## config.mk

```make
export PLATFORM = sky130hd
export DESIGN_NAME = hazard_ctrl
export DESIGN_NICKNAME = d
export VERILOG_FILES = /design/src/rtl/hazard_pkg.sv /design/src/rtl/sat_counter.sv /design/src/rtl/hazard_ctrl.sv
export SDC_FILE = /design/constraint.sdc
export NUM_CORES = 1
export LEC_CHECK = 0
export BUFFER_PORTS_ARGS = -buffer_cell sky130_fd_sc_hd__clkbuf_2
export CORE_MARGIN = 4
export CORE_UTILIZATION = 41
export DETAILED_ROUTE_END_ITERATION = 16
export PLACE_DENSITY_LB_ADDON = 0.25
export SYNTH_ARGS = -nofsm -noshare
export SYNTH_HDL_FRONTEND = slang
export SYNTH_SLANG_ARGS = --single-unit
```

## constraint.sdc

```tcl
create_clock -name clk -period 5.52 [get_ports clk]
set_input_delay 0.552 -clock clk [delete_from_list [all_inputs] [get_ports clk]]
set_output_delay 0.552 -clock clk [all_outputs]
set_load 0.02 [all_outputs]
```

## src/rtl/hazard_pkg.sv

```systemverilog
// Shared definitions for the hazard controller.
// Contents:
//   - default parameter values (wait limit, counter width)
//   - register-index width
//   - FSM state type
//   - helper that sizes the wait counter
package hazard_pkg;

  localparam int MAX_WAIT_DEF = 8;
  localparam int CNT_W_DEF    = 16;
  localparam int REG_W        = 5;
  localparam int STATE_W      = 2;

  // Encoding 2'd3 is deliberately left unnamed; the FSM recovers from it.
  typedef enum logic [STATE_W-1:0] {
    RUN       = 2'd0,
    LU_BUBBLE = 2'd1,
    MEM_WAIT  = 2'd2
  } state_t;

  // Wait counter must be able to hold the value max_wait itself.
  function automatic int wait_cnt_w(input int max_wait);
    return (max_wait < 1) ? 1 : $clog2(max_wait + 1);
  endfunction

endpackage

```

## src/rtl/sat_counter.sv

```systemverilog
// Saturating up-counter with synchronous clear.
// Ports:
//   clk   : clock
//   reset : asynchronous active-low reset (count -> 0)
//   inc   : add one this edge unless already all-ones
//   clr   : zero the count this edge; wins over inc
//   count : current value
module sat_counter
  import hazard_pkg::*;
#(
  parameter int W = CNT_W_DEF
) (
  input  logic         clk,
  input  logic         reset,
  input  logic         inc,
  input  logic         clr,
  output logic [W-1:0] count
);

  always_ff @(posedge clk or negedge reset) begin
    if (!reset) begin
      count <= '0;
    end else if (clr) begin
      count <= '0;
    end else if (inc && (count != '1)) begin
      count <= count + 1'b1;
    end
  end

endmodule

```

## src/rtl/hazard_ctrl.sv

```systemverilog
// Pipeline hazard controller for a 5-stage in-order core.
// Control outputs are combinational from the registered FSM state and
// the current-cycle inputs.
//
// Event priority, highest first:
//   1. memory wait
//   2. taken branch
//   3. load-use (masked while in LU_BUBBLE)
//   4. jump
//
// Ports:
//   clk, reset                  : clock, async active-low reset
//   MemRead_EX, rt_EX           : load in EX and its destination register
//   rs_ID, rt_ID, UsesRt_ID     : ID-stage sources, rt-use qualifier
//   BranchTaken_EX, Jump_ID     : control-flow events
//   MemReq_MEM, MemReady_MEM    : data-memory handshake
//   clr_cnt                     : sync clear of statistics and timeout flag
//   PCWrite, IFIDWrite          : front-end update enables
//   flush_IFID, flush_IDEX      : flush / bubble requests
//   pipe_hold                   : freeze the back-end pipeline registers
//   mem_timeout                 : sticky wait-limit-exceeded flag
//   stall_count, flush_count    : statistics counters
//   state                       : current FSM state
module hazard_ctrl
  import hazard_pkg::*;
#(
  parameter int MAX_WAIT = MAX_WAIT_DEF,
  parameter int CNT_W    = CNT_W_DEF
) (
  input  logic             clk,
  input  logic             reset,
  input  logic             MemRead_EX,
  input  logic [REG_W-1:0] rt_EX,
  input  logic [REG_W-1:0] rs_ID,
  input  logic [REG_W-1:0] rt_ID,
  input  logic             UsesRt_ID,
  input  logic             BranchTaken_EX,
  input  logic             Jump_ID,
  input  logic             MemReq_MEM,
  input  logic             MemReady_MEM,
  input  logic             clr_cnt,
  output logic             PCWrite,
  output logic             IFIDWrite,
  output logic             flush_IFID,
  output logic             flush_IDEX,
  output logic             pipe_hold,
  output logic             mem_timeout,
  output logic [CNT_W-1:0] stall_count,
  output logic [CNT_W-1:0] flush_count,
  output logic [1:0]       state
);

  localparam int WAIT_W = wait_cnt_w(MAX_WAIT);

  state_t              state_q, state_d;
  logic                lu_hazard;
  logic                mem_stall;
  logic [WAIT_W-1:0]   wait_cnt;

  assign lu_hazard = MemRead_EX && (rt_EX != '0) &&
                     ((rt_EX == rs_ID) || (UsesRt_ID && (rt_EX == rt_ID)));

  // Once waiting, only MemReady_MEM releases the hold.
  assign mem_stall = (state_q == MEM_WAIT) ? !MemReady_MEM
                                           : (MemReq_MEM && !MemReady_MEM);

  always_ff @(posedge clk or negedge reset) begin
    if (!reset) begin
      state_q <= RUN;
    end else begin
      state_q <= state_d;
    end
  end

  always_comb begin
    PCWrite    = 1'b1;
    IFIDWrite  = 1'b1;
    flush_IFID = 1'b0;
    flush_IDEX = 1'b0;
    pipe_hold  = 1'b0;
    state_d    = RUN;
    case (state_q)
      RUN, LU_BUBBLE, MEM_WAIT: begin
        if (mem_stall) begin
          pipe_hold = 1'b1;
          PCWrite   = 1'b0;
          IFIDWrite = 1'b0;
          state_d   = MEM_WAIT;
        end else if (BranchTaken_EX) begin
          flush_IFID = 1'b1;
          flush_IDEX = 1'b1;
        end else if (lu_hazard && (state_q != LU_BUBBLE)) begin
          // A jump in ID under this stall is simply seen again next cycle.
          PCWrite    = 1'b0;
          IFIDWrite  = 1'b0;
          flush_IDEX = 1'b1;
          state_d    = LU_BUBBLE;
        end else if (Jump_ID) begin
          flush_IFID = 1'b1;
        end
      end
      default: ; // unused encoding: idle outputs, back to RUN
    endcase
  end

  // The wait counter tracks consecutive wait cycles: any non-wait cycle
  // clears it, so it always starts from zero on entry to MEM_WAIT.
  sat_counter #(.W(WAIT_W)) u_wait_cnt (
    .clk   (clk),
    .reset (reset),
    .inc   (mem_stall),
    .clr   (clr_cnt || !mem_stall),
    .count (wait_cnt)
  );

  sat_counter #(.W(CNT_W)) u_stall_cnt (
    .clk   (clk),
    .reset (reset),
    .inc   (!PCWrite),
    .clr   (clr_cnt),
    .count (stall_count)
  );

  sat_counter #(.W(CNT_W)) u_flush_cnt (
    .clk   (clk),
    .reset (reset),
    .inc   (flush_IFID || flush_IDEX),
    .clr   (clr_cnt),
    .count (flush_count)
  );

  // Sets on the edge where the wait counter steps onto MAX_WAIT.
  always_ff @(posedge clk or negedge reset) begin
    if (!reset) begin
      mem_timeout <= 1'b0;
    end else if (clr_cnt) begin
      mem_timeout <= 1'b0;
    end else if (mem_stall && (wait_cnt == WAIT_W'(MAX_WAIT - 1))) begin
      mem_timeout <= 1'b1;
    end
  end

  assign state = state_q;

endmodule

```

## Word-level counts from Yosys, hierarchy flattened

Index checks and enable logic that the tools add are counted.
W data, S select, Z words.

- Word-level logic and storage cells: 67
- Flip-flop bits (word level): 39
- Bits of input ports: 24
- Output and inout bits: 40

- Multiplexer cells: 28
- Add/sub/neg operators: 3
- Equality and inequality tests: 9
- Reductions and logical operators: 22

Operators with widths:

| cell | count |
|---|---|
| $mux W16 | 4 |
| $add A16 B1 Y16 const B | 2 |
| $ne A16 B16 Y1 const B | 2 |
| $mux W1 | 20 |
| $eq A5 B5 Y1 | 2 |
| $logic_and A1 B1 Y1 | 9 |
| $mux W4 | 2 |
| $reduce_bool A2 Y1 | 4 |
| $reduce_bool A5 Y1 | 1 |
| $add A4 B1 Y4 const B | 1 |
| $eq A4 B3 Y1 const B | 1 |
| $mux W2 | 2 |
| $ne A4 B4 Y1 const B | 1 |
| $logic_not A1 Y1 | 3 |
| $logic_or A1 B1 Y1 | 3 |
| $reduce_or A3 Y1 | 1 |
| $eq A2 B1 Y1 const B | 1 |
| $eq A2 B2 Y1 const B | 1 |
| $logic_not A2 Y1 | 1 |
| $ne A2 B1 Y1 const B | 1 |

## Depth between registers and ports, before layout

- Depth after elaboration: 13
- Gate-level depth with buffers: 9
- Depth with buffers taken out: 7

## Modules after synthesis

A second synthesis with hierarchy kept.

- Cells, all modules: 258
- Area, all modules: 2458.6 um^2

Modules (own cells, without submodules):

| module | times used | area each (um^2) | cells an instance | seq. area each (um^2) |
|---|---|---|---|---|
| sat_counter at u_flush_cnt ... | 2 | 942.2 | 98 | 400.4 |
| hazard_ctrl | 1 | 345.3 | 42 | 75.1 |
| sat_counter at u_wait_cnt | 1 | 229.0 | 20 | 100.1 |

## Worst setup path after synthesis

Ideal clock, no wire load.

- Path kind: input port to output port
- From: input port rt_EX[3]
- To: output port PCWrite
- Buffers on the path: 1
- Data arrival time: 1998 ps
- Slack: 2970 ps
- Cell stages on the path: 7
- Cells stage by stage: xor2_1 -> nor4_2 -> a32oi_1 -> or2_2 -> o21ai_0 -> nand2b_1 -> buf_4

- Cells in the longest elaborated chain, start to end: 9
- Elaborated cells on any way between the ends: 12

Ends and longest elaborated chain:

| element | RTL line | RTL |
|---|---|---|
| start: declaration | hazard_ctrl.sv:33 | `input logic [REG_W-1:0] rt_EX,` |
| $eq A5 B5 Y1 | hazard_ctrl.sv:61 | `((rt_EX == rs_ID) \|\| (UsesRt_ID && (rt_EX == rt_ID)));` |
| $logic_and A1 B1 Y1 | hazard_ctrl.sv:61 |  |
| $logic_or A1 B1 Y1 | hazard_ctrl.sv:61 |  |
| $logic_and A1 B1 Y1 * | hazard_ctrl.sv:60 | `assign lu_hazard = MemRead_EX && (rt_EX != '0) &&` |
| $logic_and A1 B1 Y1 * | hazard_ctrl.sv:92 | `end else if (lu_hazard && (state_q != LU_BUBBLE)) begin` |
| $mux W1 * (4 in a row) | -- |  |
| end: declaration | hazard_ctrl.sv:42 | `output logic PCWrite,` |

Every way passes the cells marked *; elsewhere a longest branch is shown, timed or not.

## Final worst setup path

- From: input port rt_EX[3]
- To: output port PCWrite

- Cells in the longest elaborated chain, start to end: 9
- Elaborated cells on any way between the ends: 12

Ends and longest elaborated chain:

| element | RTL line | RTL |
|---|---|---|
| $eq A5 B5 Y1 | hazard_ctrl.sv:61 |  |
| $logic_and A1 B1 Y1 | hazard_ctrl.sv:61 |  |
| $logic_or A1 B1 Y1 | hazard_ctrl.sv:61 |  |
| $logic_and A1 B1 Y1 * | hazard_ctrl.sv:60 |  |
| $logic_and A1 B1 Y1 * | hazard_ctrl.sv:92 |  |
| $mux W1 * | hazard_ctrl.sv:92 |  |
| $mux W1 * | hazard_ctrl.sv:89 | `end else if (BranchTaken_EX) begin` |
| $mux W1 * | hazard_ctrl.sv:84 | `if (mem_stall) begin` |
| $mux W1 * | hazard_ctrl.sv:82 | `case (state_q)` |

Marked as above.

==> flow_metrics.py <==
metrics = {
    "clock_network": {
        "cts_buffers": 5,
        "ctsHoldBuffers": 0,
        "cts_setup_buffers": 0,
        "clkSinkCount": 39,
        "ctsHtreeMaxLevel": 2,
        "root_buffer": "clkbuf_8",
        "clk_latency_ns": 0.29,
        "cts_buffer_depth": 2,
        "cts_resized": 0,
        "cts_tree": "yes",
        "path_clk_slew_ns": 0.08,
    },
    "power_and_ir_drop": {
        "p_per_area_mw_per_mm2": 205,
        "peakVddDrop_uv": 83.8,
        "power_w": 0.000561,
        "power_leakage_nw": 1.17,
    },
    "logic_synthesis": {
        "yosys.area.top_type": "dfrtp_1",
        "syn_nets": 286,
        "yosys-top-cells-area": "dfrtp_1 42%, a21oi_1 6.3%, or4_1 5.2%",
        "synth_common_cells": "39 x dfrtp_1, 29 x a21oi_1, 20 x nor2_1",
        "syn-instance-count": 259,
        "synth_cell_type_count": 42,
        "synth_top_flop_cell": "dfrtp_1",
        "ys_seq_elements": 39,
        "synth_most_common_cell": "dfrtp_1",
        "seq_area_frac_synth_pct": 42.2,
        "synth-edff-count": 0,
        "synth_top_area_share_pct": 42.2,
        "synth_area_sq_mm": 0.00231,
        "synth_area_per_cell_sq_um": 8.93,
        "yosys_warnings": 0,
        "ys_async_sr_fraction_pct": 100,
    },
    "placement": {
        "io_buffers": 63,
        "dp_hpwl_mm": 4.00,
        "placed_area_sq_mm": 0.00265,
        "gp_congestion": 0.904,
    },
    "floorplan": {
        "coreArea_sq_mm": 0.00547,
        "start_util_pct": 42.2,
        "fp.dieW_um": 83.1,
        "fp-row-count": 27,
        "die_area_sq_mm": 0.00690,
        "io_pins": 64,
        "die_h_um": 83.1,
    },
    "routing": {
        "firstDrtPassIters": 4,
        "wl_per_cell_um": 14.6,
        "drc": 0,
        "routed_wl_mm": 5.66,
        "num_vias": 2211,
        "via_per_inst": 5.68,
        "drtIter0Drc": 124,
        "drtAntennaViolNets": 0,
    },
    "worst_setup_path": {
        "cp-endpoint": "PCWrite",
        "r2r_end": "u_stall_cnt.count[9]$_DFFE_PN0P_",
        "critPathRequiredTime_ns": 4.97,
        "r2r_setup_slack_ns": 2.88,
        "r2r_cells": 7,
        "start_kind": "primary input",
        "r2r_start": "u_stall_cnt.count[0]$_DFFE_PN0P_",
        "startpoint": "rt_EX[3]",
        "worst-path-max-fanout": 4,
        "worst_setup_path_end_kind": "primary output",
        "worst_ep_arrival_time_ns": 2.09,
        "crit_type": "in -> out",
    },
    "sta": {
        "clock_skew_ns": 0.00417,
        "setup_viol": 0,
        "fin_crit_ns": 2.64,
        "report.final.slew_viol_count": 0,
        "worst_pin_slew_ns": 0.985,
        "report.final.hold_viol_count": 0,
        "rsz0062_at_grt": "false",
        "hold-worst-slack_ns": 0.412,
        "max_freq_mhz": 378,
        "fin_tns_setup_ns": 0,
        "relSlewSlack_pct": 34.3,
        "min_period_over_period_pct": 47.9,
    },
    "final_layout": {
        "fin_nets": 343,
        "areaGrowthSynthToFinish_pct": 18.5,
        "antennaDiodeCount": 0,
        "drive_above_1_share_pct": 25.6,
        "stdcell_area_sq_mm": 0.00274,
        "fin_util_pct": 50.0,
    },
    "run": {
        "maxCapViolations": 0,
    },
    "global_routing": {
        "grt.total_usage_pct": 16.7,
        "grt_pass1_vias": 2140,
        "antenna_found_initial": 0,
        "grt_pass1_wl_mm": 9.96,
        "grt_start_max_net_pins": 42,
        "overflow": 0,
    },
    "worst_hold_path": {
        "hold_class": "in -> async",
    },
    "outcome": {
        "status": "completed",
    },
}
layer usage:
| layer | GRT usage [%] | part of all wire (%) | vias up | wire length (um) |
|---|---|---|---|---|
| li1 | - | - | 1086 | - |
| met1 | 21.9 | 47 | 1063 | 2660 |
| met2 | 27.6 | 47 | 59 | 2670 |
| met3 | 4.27 | 5.4 | 3 | 308 |
| met4 | 4.01 | 0.37 | 0 | 21 |
| met5 | 0 | 0 | - | 0 |
through the flow:
step / std cells / worst slack [ns]
6_report: 389 / 2.88
5_1_grt: 389 / 2.64
2_1_floorplan: 259 / 2.97
4_1_cts: 389 / 2.86
3_5_place_dp: 381 / 2.71
3_3_place_gp: 381 / 2.76
power breakdown:
part	total [W]	switching (W)	internal, W
Clock	0.000192	0.000104	0.0000884
Sequential	0.000294	0.00000483	0.000289
Combinational	0.0000745	0.0000505	0.0000240
Total	0.000561	0.000159	0.000402
worst min-delay path by stage:
| stage | slack, ns | to | cells past startpoint |
|---|---|---|---|
| after floorplan | 0.26 | mem_timeout$_DFFE_PN0P_ | 0 |
| after global placement | 0.48 | mem_timeout$_DFFE_PN0P_ | 2 |
| after detailed placement | 0.49 | mem_timeout$_DFFE_PN0P_ | 2 |
| after CTS | 0.45 | u_flush_cnt.count[9]$_DFFE_PN0P_ | 1 |
| after global routing | 0.50 | u_flush_cnt.count[9]$_DFFE_PN0P_ | 1 |
| final | 0.41 | u_flush_cnt.count[14]$_DFFE_PN0P_ | 1 |
cells in the final DEF, fill, tap and decap left out, types with 3 or more instances in the layout:
| master | n |
|---|---|
| clkbuf_2 | 63 |
| dfrtp_1 | 39 |
| a21oi_1 | 29 |
| nor2_1 | 20 |
| or4_1 | 16 |
| o31ai_1 | 15 |
| nand2_1 | 13 |
| nand3_1 | 13 |
| nor3_1 | 12 |
| o21ai_0 | 12 |
| inv_1 | 11 |
| xor2_1 | 10 |
| or3_1 | 10 |
| nand4_1 | 6 |
| clkbuf_8 | 5 |
| nor2b_1 | 4 |
| mux2_2 | 4 |
| nor4_1 | 3 |
| ha_1 | 3 |
kinds of logic after synthesis:
group           count (synthesis)  synth area share [%]
buf+inv                        24                  4.55
flops                          39                  42.2
fa+ha+maj                       3                  1.62
xor+xnor                       12                  4.55
compound gates                 68                  18.8
simple gates                  107                  25.4
mux                             6                  2.81
final cells by class:
type / count / area, sq um
Timing Repair Buffer: 63 / 315
Sequential cell: 39 / 976
Clock buffer: 6 / 72.6
Clock inverter: 2 / 12.5
Tap cell: 72 / 90.1
Fill cell: 550 / 2730
Inverter: 11 / 41.3
Multi-Input combinational cell: 196 / 1230
flip-flops by register name, indices dropped and copies added (netlist names):
register           count
u_flush_cnt.count     16
u_wait_cnt.count       4
state                  2
u_stall_cnt.count     16
mem_timeout            1
worst max-delay path, cell delays in order:
cell	delay [ns]
clkbuf_2	0.11
xor2_1	0.17
nor4_2	0.26
a32oi_1	0.22
or2_2	0.37
o21ai_0	0.16
nand2b_1	0.09
clkbuf_2	0.16
(Power assumes the default switching activity.)
